--- src/rtl/legv8_pkg.sv ---
// LEGv8 ID/EX shared definitions: ALU control codes, opcode patterns,
// instruction field positions and the decoded control bundle.
package legv8_pkg;

    localparam logic [3:0] ALU_AND   = 4'b0000;
    localparam logic [3:0] ALU_OR    = 4'b0001;
    localparam logic [3:0] ALU_ADD   = 4'b0010;
    localparam logic [3:0] ALU_LSL   = 4'b0011;
    localparam logic [3:0] ALU_LSR   = 4'b0100;
    localparam logic [3:0] ALU_SUB   = 4'b0110;
    localparam logic [3:0] ALU_PASSB = 4'b0111;

    localparam logic [10:0] OP_ADD  = 11'b10001011000;
    localparam logic [10:0] OP_SUB  = 11'b11001011000;
    localparam logic [10:0] OP_AND  = 11'b10001010000;
    localparam logic [10:0] OP_ORR  = 11'b10101010000;
    localparam logic [10:0] OP_ADDI = 11'b10010001000;
    localparam logic [10:0] OP_SUBI = 11'b11010001000;
    localparam logic [10:0] OP_LSL  = 11'b11010011011;
    localparam logic [10:0] OP_LSR  = 11'b11010011010;
    localparam logic [10:0] OP_LDUR = 11'b11111000010;
    localparam logic [10:0] OP_STUR = 11'b11111000000;
    localparam logic [10:0] OP_MOVZ = 11'b11010010100;
    localparam logic [10:0] OP_CBZ  = 11'b10110100000;
    localparam logic [10:0] OP_B    = 11'b00010100000;

    localparam logic [10:0] MASK_FULL = 11'b11111111111;
    localparam logic [10:0] MASK_IMM  = 11'b11111111110;
    localparam logic [10:0] MASK_IW   = 11'b11111111100;
    localparam logic [10:0] MASK_CB   = 11'b11111111000;
    localparam logic [10:0] MASK_B    = 11'b11111100000;

    localparam int OPC_HI   = 31;
    localparam int OPC_LO   = 21;
    localparam int RD_HI    = 4;
    localparam int RD_LO    = 0;
    localparam int ALUI_HI  = 21;
    localparam int ALUI_LO  = 10;
    localparam int SHAMT_HI = 15;
    localparam int SHAMT_LO = 10;
    localparam int DADDR_HI = 20;
    localparam int DADDR_LO = 12;
    localparam int MOV_HI   = 20;
    localparam int MOV_LO   = 5;
    localparam int HW_HI    = 22;
    localparam int HW_LO    = 21;
    localparam int CB_HI    = 23;
    localparam int CB_LO    = 5;
    localparam int BR_HI    = 25;
    localparam int BR_LO    = 0;

    // Strobe sets: {reg_write, mem_read, mem_write, mem_to_reg, branch, uncond}
    localparam logic [5:0] CF_WB = 6'b100000;
    localparam logic [5:0] CF_LD = 6'b110100;
    localparam logic [5:0] CF_ST = 6'b001000;
    localparam logic [5:0] CF_CB = 6'b000010;
    localparam logic [5:0] CF_B  = 6'b000001;

    typedef enum logic [2:0] {
        FMT_ILL, FMT_R, FMT_I, FMT_SH, FMT_D, FMT_IW, FMT_CB, FMT_B
    } fmt_e;

    typedef struct packed {
        logic [3:0] alu_ctrl;
        logic       reg_write;
        logic       mem_read;
        logic       mem_write;
        logic       mem_to_reg;
        logic       branch;
        logic       uncond;
    } ctrl_t;

    function automatic logic op_is(input logic [10:0] opc,
                                   input logic [10:0] pat,
                                   input logic [10:0] mask);
        return (opc & mask) == pat;
    endfunction

endpackage

--- src/rtl/legv8_imm_gen.sv ---
// Immediate and branch-offset generator for the LEGv8 ID stage.
// Purely combinational; fields not used by a format produce zero.
module legv8_imm_gen #(
    parameter int n = 63
) (
    input  logic [31:0] instr,
    input  logic [2:0]  fmt,
    output logic [n:0]  imm,
    output logic [n:0]  br_off
);
    import legv8_pkg::*;

    logic [n:0] mov_base;
    logic [5:0] mov_sh;
    logic       unused_hi;

    assign unused_hi = ^instr[31:26];
    assign mov_base  = {{(n-15){1'b0}}, instr[MOV_HI:MOV_LO]};
    assign mov_sh    = {instr[HW_HI:HW_LO], 4'b0000};

    always_comb begin
        imm    = '0;
        br_off = '0;
        unique case (fmt)
            FMT_I:  imm = {{(n-11){1'b0}}, instr[ALUI_HI:ALUI_LO]};
            FMT_SH: imm = {{(n-5){1'b0}}, instr[SHAMT_HI:SHAMT_LO]};
            FMT_D:  imm = {{(n-8){instr[DADDR_HI]}},
                           instr[DADDR_HI:DADDR_LO]};
            FMT_IW: imm = mov_base << mov_sh;
            // Branch offsets are word offsets, so scale by 4 here
            FMT_CB: br_off = {{(n-20){instr[CB_HI]}},
                              instr[CB_HI:CB_LO], 2'b00};
            FMT_B:  br_off = {{(n-27){instr[BR_HI]}},
                              instr[BR_HI:BR_LO], 2'b00};
            default: ;
        endcase
    end

endmodule

--- src/rtl/legv8_alu_issue_stage.sv ---
// LEGv8 ID/EX register: decodes the ID instruction and drives the ALU
// operands, control code and mem/wb/branch strobes one cycle later.
module legv8_alu_issue_stage #(
    parameter int n = 63
) (
    input  logic        CLK,
    input  logic        Reset,
    input  logic        Stall,
    input  logic        Flush,
    input  logic        InValid,
    input  logic [31:0] Instruction,
    input  logic [n:0]  RegA,
    input  logic [n:0]  RegB,
    input  logic [n:0]  PC,
    output logic [n:0]  BusA,
    output logic [n:0]  BusB,
    output logic [3:0]  ALUCtrl,
    output logic [n:0]  StoreData,
    output logic [n:0]  BranchTarget,
    output logic [4:0]  Rd,
    output logic        OutValid,
    output logic        RegWrite,
    output logic        MemRead,
    output logic        MemWrite,
    output logic        MemToReg,
    output logic        Branch,
    output logic        UncondBranch,
    output logic        IllegalOp
);
    import legv8_pkg::*;

    fmt_e       fmt;
    ctrl_t      dec_ctrl;
    logic [10:0] opc;
    logic [n:0] imm, br_off;
    logic [n:0] ld_bus_a, ld_bus_b, ld_store, ld_target;
    logic       illegal;

    ctrl_t      ctrl_d, ctrl_q;
    logic [n:0] bus_a_d, bus_a_q;
    logic [n:0] bus_b_d, bus_b_q;
    logic [n:0] store_d, store_q;
    logic [n:0] target_d, target_q;
    logic [4:0] rd_d, rd_q;
    logic       valid_d, valid_q;
    logic       illegal_d, illegal_q;

    assign opc     = Instruction[OPC_HI:OPC_LO];
    assign illegal = (fmt == FMT_ILL);

    always_comb begin
        fmt      = FMT_ILL;
        dec_ctrl = '0;
        unique case (1'b1)
            op_is(opc, OP_ADD, MASK_FULL):  begin fmt = FMT_R;  dec_ctrl = {ALU_ADD, CF_WB}; end
            op_is(opc, OP_SUB, MASK_FULL):  begin fmt = FMT_R;  dec_ctrl = {ALU_SUB, CF_WB}; end
            op_is(opc, OP_AND, MASK_FULL):  begin fmt = FMT_R;  dec_ctrl = {ALU_AND, CF_WB}; end
            op_is(opc, OP_ORR, MASK_FULL):  begin fmt = FMT_R;  dec_ctrl = {ALU_OR, CF_WB}; end
            op_is(opc, OP_ADDI, MASK_IMM):  begin fmt = FMT_I;  dec_ctrl = {ALU_ADD, CF_WB}; end
            op_is(opc, OP_SUBI, MASK_IMM):  begin fmt = FMT_I;  dec_ctrl = {ALU_SUB, CF_WB}; end
            op_is(opc, OP_LSL, MASK_FULL):  begin fmt = FMT_SH; dec_ctrl = {ALU_LSL, CF_WB}; end
            op_is(opc, OP_LSR, MASK_FULL):  begin fmt = FMT_SH; dec_ctrl = {ALU_LSR, CF_WB}; end
            op_is(opc, OP_LDUR, MASK_FULL): begin fmt = FMT_D;  dec_ctrl = {ALU_ADD, CF_LD}; end
            op_is(opc, OP_STUR, MASK_FULL): begin fmt = FMT_D;  dec_ctrl = {ALU_ADD, CF_ST}; end
            op_is(opc, OP_MOVZ, MASK_IW):   begin fmt = FMT_IW; dec_ctrl = {ALU_PASSB, CF_WB}; end
            op_is(opc, OP_CBZ, MASK_CB):    begin fmt = FMT_CB; dec_ctrl = {ALU_PASSB, CF_CB}; end
            op_is(opc, OP_B, MASK_B):       begin fmt = FMT_B;  dec_ctrl = {ALU_PASSB, CF_B}; end
            default: ;
        endcase
    end

    legv8_imm_gen #(.n(n)) u_imm_gen (
        .instr  (Instruction),
        .fmt    (fmt),
        .imm    (imm),
        .br_off (br_off)
    );

    // BusB defaults to the immediate, which is zero for B and illegal ops
    always_comb begin
        ld_bus_a  = '0;
        ld_bus_b  = imm;
        ld_store  = '0;
        ld_target = '0;
        unique case (fmt)
            FMT_R: begin
                ld_bus_a = RegA;
                ld_bus_b = RegB;
            end
            FMT_I, FMT_SH, FMT_D: ld_bus_a = RegA;
            FMT_CB: begin
                ld_bus_b  = RegB;
                ld_target = PC + br_off;
            end
            FMT_B:  ld_target = PC + br_off;
            default: ;
        endcase
        if (dec_ctrl.mem_write)
            ld_store = RegB;
    end

    always_comb begin
        ctrl_d    = ctrl_q;
        bus_a_d   = bus_a_q;
        bus_b_d   = bus_b_q;
        store_d   = store_q;
        target_d  = target_q;
        rd_d      = rd_q;
        valid_d   = valid_q;
        illegal_d = illegal_q;
        if (Flush || !Stall) begin
            if (Flush || !InValid || illegal) begin
                ctrl_d    = '0;
                bus_a_d   = '0;
                bus_b_d   = '0;
                store_d   = '0;
                target_d  = '0;
                rd_d      = '0;
                valid_d   = 1'b0;
                illegal_d = !Flush && InValid && illegal;
            end else begin
                ctrl_d    = dec_ctrl;
                bus_a_d   = ld_bus_a;
                bus_b_d   = ld_bus_b;
                store_d   = ld_store;
                target_d  = ld_target;
                rd_d      = Instruction[RD_HI:RD_LO];
                valid_d   = 1'b1;
                illegal_d = 1'b0;
            end
        end
    end

    always_ff @(posedge CLK) begin
        if (Reset) begin
            ctrl_q    <= '0;
            bus_a_q   <= '0;
            bus_b_q   <= '0;
            store_q   <= '0;
            target_q  <= '0;
            rd_q      <= '0;
            valid_q   <= 1'b0;
            illegal_q <= 1'b0;
        end else begin
            ctrl_q    <= ctrl_d;
            bus_a_q   <= bus_a_d;
            bus_b_q   <= bus_b_d;
            store_q   <= store_d;
            target_q  <= target_d;
            rd_q      <= rd_d;
            valid_q   <= valid_d;
            illegal_q <= illegal_d;
        end
    end

    assign BusA         = bus_a_q;
    assign BusB         = bus_b_q;
    assign ALUCtrl      = ctrl_q.alu_ctrl;
    assign StoreData    = store_q;
    assign BranchTarget = target_q;
    assign Rd           = rd_q;
    assign OutValid     = valid_q;
    assign RegWrite     = ctrl_q.reg_write;
    assign MemRead      = ctrl_q.mem_read;
    assign MemWrite     = ctrl_q.mem_write;
    assign MemToReg     = ctrl_q.mem_to_reg;
    assign Branch       = ctrl_q.branch;
    assign UncondBranch = ctrl_q.uncond;
    assign IllegalOp    = illegal_q;

endmodule

--- config.mk ---
export PLATFORM = sky130hd
export DESIGN_NAME = legv8_alu_issue_stage
export DESIGN_NICKNAME = d
export VERILOG_FILES = /design/src/rtl/legv8_pkg.sv /design/src/rtl/legv8_imm_gen.sv /design/src/rtl/legv8_alu_issue_stage.sv
export SDC_FILE = /design/constraint.sdc
export NUM_CORES = 1
export LEC_CHECK = 0
export BUFFER_PORTS_ARGS = -buffer_cell sky130_fd_sc_hd__clkbuf_2
export CAP_MARGIN = 20
export CORE_AREA = 2 2 194 196
export DETAILED_ROUTE_END_ITERATION = 6
export DIE_AREA = 0 0 196 198
export PLACE_DENSITY = 0.71
export REMOVE_ABC_BUFFERS = 1
export SYNTH_ARGS = -nofsm -noshare
export SYNTH_HDL_FRONTEND = slang
export SYNTH_HIERARCHICAL = 1
export SYNTH_SLANG_ARGS = --single-unit
--- constraint.sdc ---
create_clock -name CLK -period 6.85 [get_ports CLK]
set_input_delay 0 -clock CLK [delete_from_list [all_inputs] [get_ports CLK]]
set_output_delay 0 -clock CLK [all_outputs]
set_load 0.02 [all_outputs]
==> results.md <==
- Status: completed
- Global-route wire length before repair: just over 90 mm
- Iter 0 DRT Violations: 1468
- CP max stage cell: and3b_1
- Multi-input gate area: 9190 um^2
- Largest family of logic cells by synthesized area: compound AO/OA/AOI/OAI gates
- Worst Setup Start Kind: input port
- Unique masters post-synth: 82
- CP delay by family, top: simple AND/OR/NAND/NOR gates
- Asr flop ratio synth: 0
- Die width: around 200 um
- Worst path bufs/invs: 2
- Critical Path Fanout Max: 18
- Min Tclk post-route: 5150 ps
- Starting Density: 0.428
- Cell Area, Placed: 17900 um^2
- Post-synthesis compound-gate area fraction: 0.278
- Depth of the CTS H-tree: 1
- Global route overflow: 0
- Setup bufs post-CTS: 0
- Nets: between 2000 and 3000
- Final Non-Filler Cells: 3092
- Fin area: 20900 um^2
- Clock slew at reported path FFs: 60 ps
- Synth Cell Area: 15800 um^2
- Max frequency: around 0.19 GHz
- Number of fill cells in the layout: ~3400
- Adder-Cell Fraction of Synth Area: 0.0519
- CTS tree: built
- Max cap viols: 0
- DIE HEIGHT: approximately 200 um
- Critical Path Most Common Cell: nand2_1
- Detailed Routing Iterations Pass 1: 6
- Number of synthesized flops with an enable pin: 0
- Least-Margin Pin Slew: 1150 ps
- Final Wtd Congestion: approximately 0.92
- PwrDens: approximately 180 nW/um^2
- # DRC: 0
- Critical Path RT: 7310 ps
- Final Slew Violations: 0
- Crit. End Element: flop
- Max incr delay on CP: 610 ps
- Wire per inst: 19.9 um
- Final Skew: 0 ps
- Final ANT Viol Nets: 0
- Total GRT Usage: 0.299
- Rel. slew slack: 0.235
- Top_reg_cell synth: dfxtp_1
- Antenna violations before repair: 6
- Syn avg cell area: roughly 7.7 um^2
- Mux contribution to synthesized area: 0.00253
- Via Count: 17500
- Crit path DAT: 5600 ps
- Worst-path cell chain: dlygate4sd3_1, clkbuf_2, nand2b_1, or4_1, nand2_1, nor2_1, nand2_2, and3b_1, a22oi_1, nor2b_1, ha_1, a21oi_1, nand2_1, o211ai_1, o22ai_1, a31oi_1, o21a_1, o21ai_0, or2_0, a221o_1
- Vias in the first global route: 16900
- Period utilization: 0.751
- Layout cells sized above 1: 0.227
- WL final: 61.4 mm
- Top cell type's share of synthesized area: 0.343
- Hpwl dp: 42.6 mm
- Placed Cells: around 2800
- Post-place setup slack: 1590 ps
- Synth Area in Simple Gates: 0.217
- Yosys warnings: 6
- CTS Root Cell: clkbuf_16
- Clock sinks: 271
- Fin worst setup slack: 1700 ps
- Post-CTS sizing: 0
- Max Buffers Root-to-Sink: 3
- Boundary pin count: around 500
- Cells after synthesis: 2061
- RSZ-0062 raised after global routing: false
- Core Rows: between 70 and 80
- Top post-synthesis cells by area: dfxtp_1 34%, a22oi_1 8.4%, a21oi_1 7.2%
- Final Hold Fails: 0
- Worst vdd ir: 0.205 mV
- Later-pin clock latency in the skew report: 600 ps
- Vias per inst: 5.66
- Leak: 8.86 nW
- Post-synthesis xor/xnor area fraction: 0.0288
- Worst Hold Class: in -> reg
- # port buffers: 500
- Final setup viols: 0
- FF+latch area: 5430 um^2
- Post-synthesis sequential area ratio: 0.343
- Die area: 38800 um^2
- Pin count of the biggest net entering global routing: 207
- Cell taking the most area after synthesis: dfxtp_1
- Critical path class: in -> reg
- Core area: 37000 um^2
- P&R area growth vs syn: 32.4%
- #FFs+latches synth: 271
- Total CTS buffers: 31
- Final Power: around 3.7 mW
## worst reg2reg max path, cell delays in order, from the launching register on
cell and delay [ps]:
dfxtp_1 320, a22oi_1 220, nor2_1 60, dlygate4sd3_1 610
## path summary, 6_finish.rpt
check | start | endpoint | slack, ps | cells after the start
max | Instruction[30] | BranchTarget[60] | 1700 | 20
min reg2reg | BranchTarget[46] | BranchTarget[46] | 460 | 2
min | PC[4] | BranchTarget[4] | 20 | 5
max reg2reg | StoreData[50] | StoreData[50] | 5520 | 3
## layer usage
layer	GRT usage	part of all wire
met5	0	0.00046
met4	0.128	0.042
met3	0.0795	0.089
met2	0.513	0.48
met1	0.351	0.39
## stage by stage
step,utilization,hold WS [ps],TNS (ps)
after floorplan,-,69.1,-401900
after global placement,0.485,249,0
after detailed placement,0.485,255,0
after CTS,0.566,3.21,0
after global routing,0.566,38.0,0
final,0.567,24.3,0
## sequential cells by signal, summed over array words and instances (netlist names)
name / count
RegWrite: 1
BusB: 64
Rd: 5
Branch: 1
MemWrite: 1
StoreData: 64
ALUCtrl: 3
BusA: 64
IllegalOp: 1
UncondBranch: 1
BranchTarget: 64
OutValid: 1
MemRead: 1
## area by class of cell
cell class	instances	share of cell area
Sequential cell	271	0.259
Tap cell	474	0.0283
Inverter	22	0.00394
Multi-Input combinational cell	1555	0.439
Clock buffer	44	0.0427
Antenna cell	5	0.000598
Timing Repair Buffer	710	0.219
Clock inverter	11	0.00693
## cells by family after synthesis
group	Yosys count
DFF	271
buffers and inverters	236
muxes	4
AOI/OAI and AO/OA	683
other	2
and+or+nand+nor	748
xor gates and xnor gates	52
adders and majority gates	65
## cells in the final DEF (no fill, tap or decap), types with 7 or more instances in the layout
cell type / netlist / routed
clkbuf_2: 4 / 499
nor2_1: 286 / 286
dfxtp_1: 271 / 271
nand2_1: 240 / 239
a21oi_1: 229 / 229
dlygate4sd3_1: 1 / 193
a22oi_1: 176 / 176
o21ai_0: 76 / 76
nor2b_1: 75 / 73
ha_1: 64 / 63
a31oi_1: 44 / 44
clkbuf_16: 0 / 31
a21o_1: 29 / 29
xnor2_1: 29 / 29
nand4_1: 27 / 27
o21a_1: 26 / 26
xor2_1: 23 / 23
inv_1: 22 / 22
nand2b_1: 21 / 21
nand3_1: 21 / 21
o21bai_1: 18 / 18
nor3_1: 16 / 15
buf_4: 57 / 15
and3_1: 11 / 11
nor3b_1: 10 / 10
a32o_1: 9 / 9
a221oi_1: 8 / 8
o211ai_1: 8 / 8
o31ai_1: 8 / 8
a22o_1: 7 / 7
clkinv_2: 0 / 7
clkbuf_8: 0 / 7
## synthesized netlist by cell type, types with 18 or more instances
master,n
xnor2_1,29
nand4_1,27
nand2b_1,21
nor2b_1,75
o21ai_0,76
o21bai_1,18
xor2_1,23
clkbuf_1,110
buf_4,57
nor2_1,286
a22oi_1,176
ha_1,64
a21oi_1,229
buf_2,27
a31oi_1,44
o21a_1,26
nand3_1,21
dfxtp_1,271
nand2_1,240
a21o_1,29
inv_1,22
## power breakdown
| group | internal [mW] | switching (mW) | total [mW] |
|---|---|---|---|
| clock | 1.02 | 0.704 | 1.72 |
| combinational | 0.158 | 0.215 | 0.373 |
| sequential | 1.58 | 0.000654 | 1.58 |
| total | 2.75 | 0.919 | 3.67 |
## timing repair
action                                  CTS  global route
hold buffers                            193             0
endpoints found under the setup margin    0             0
hold endpoints to repair                243             0
(Power assumes the default switching activity.)
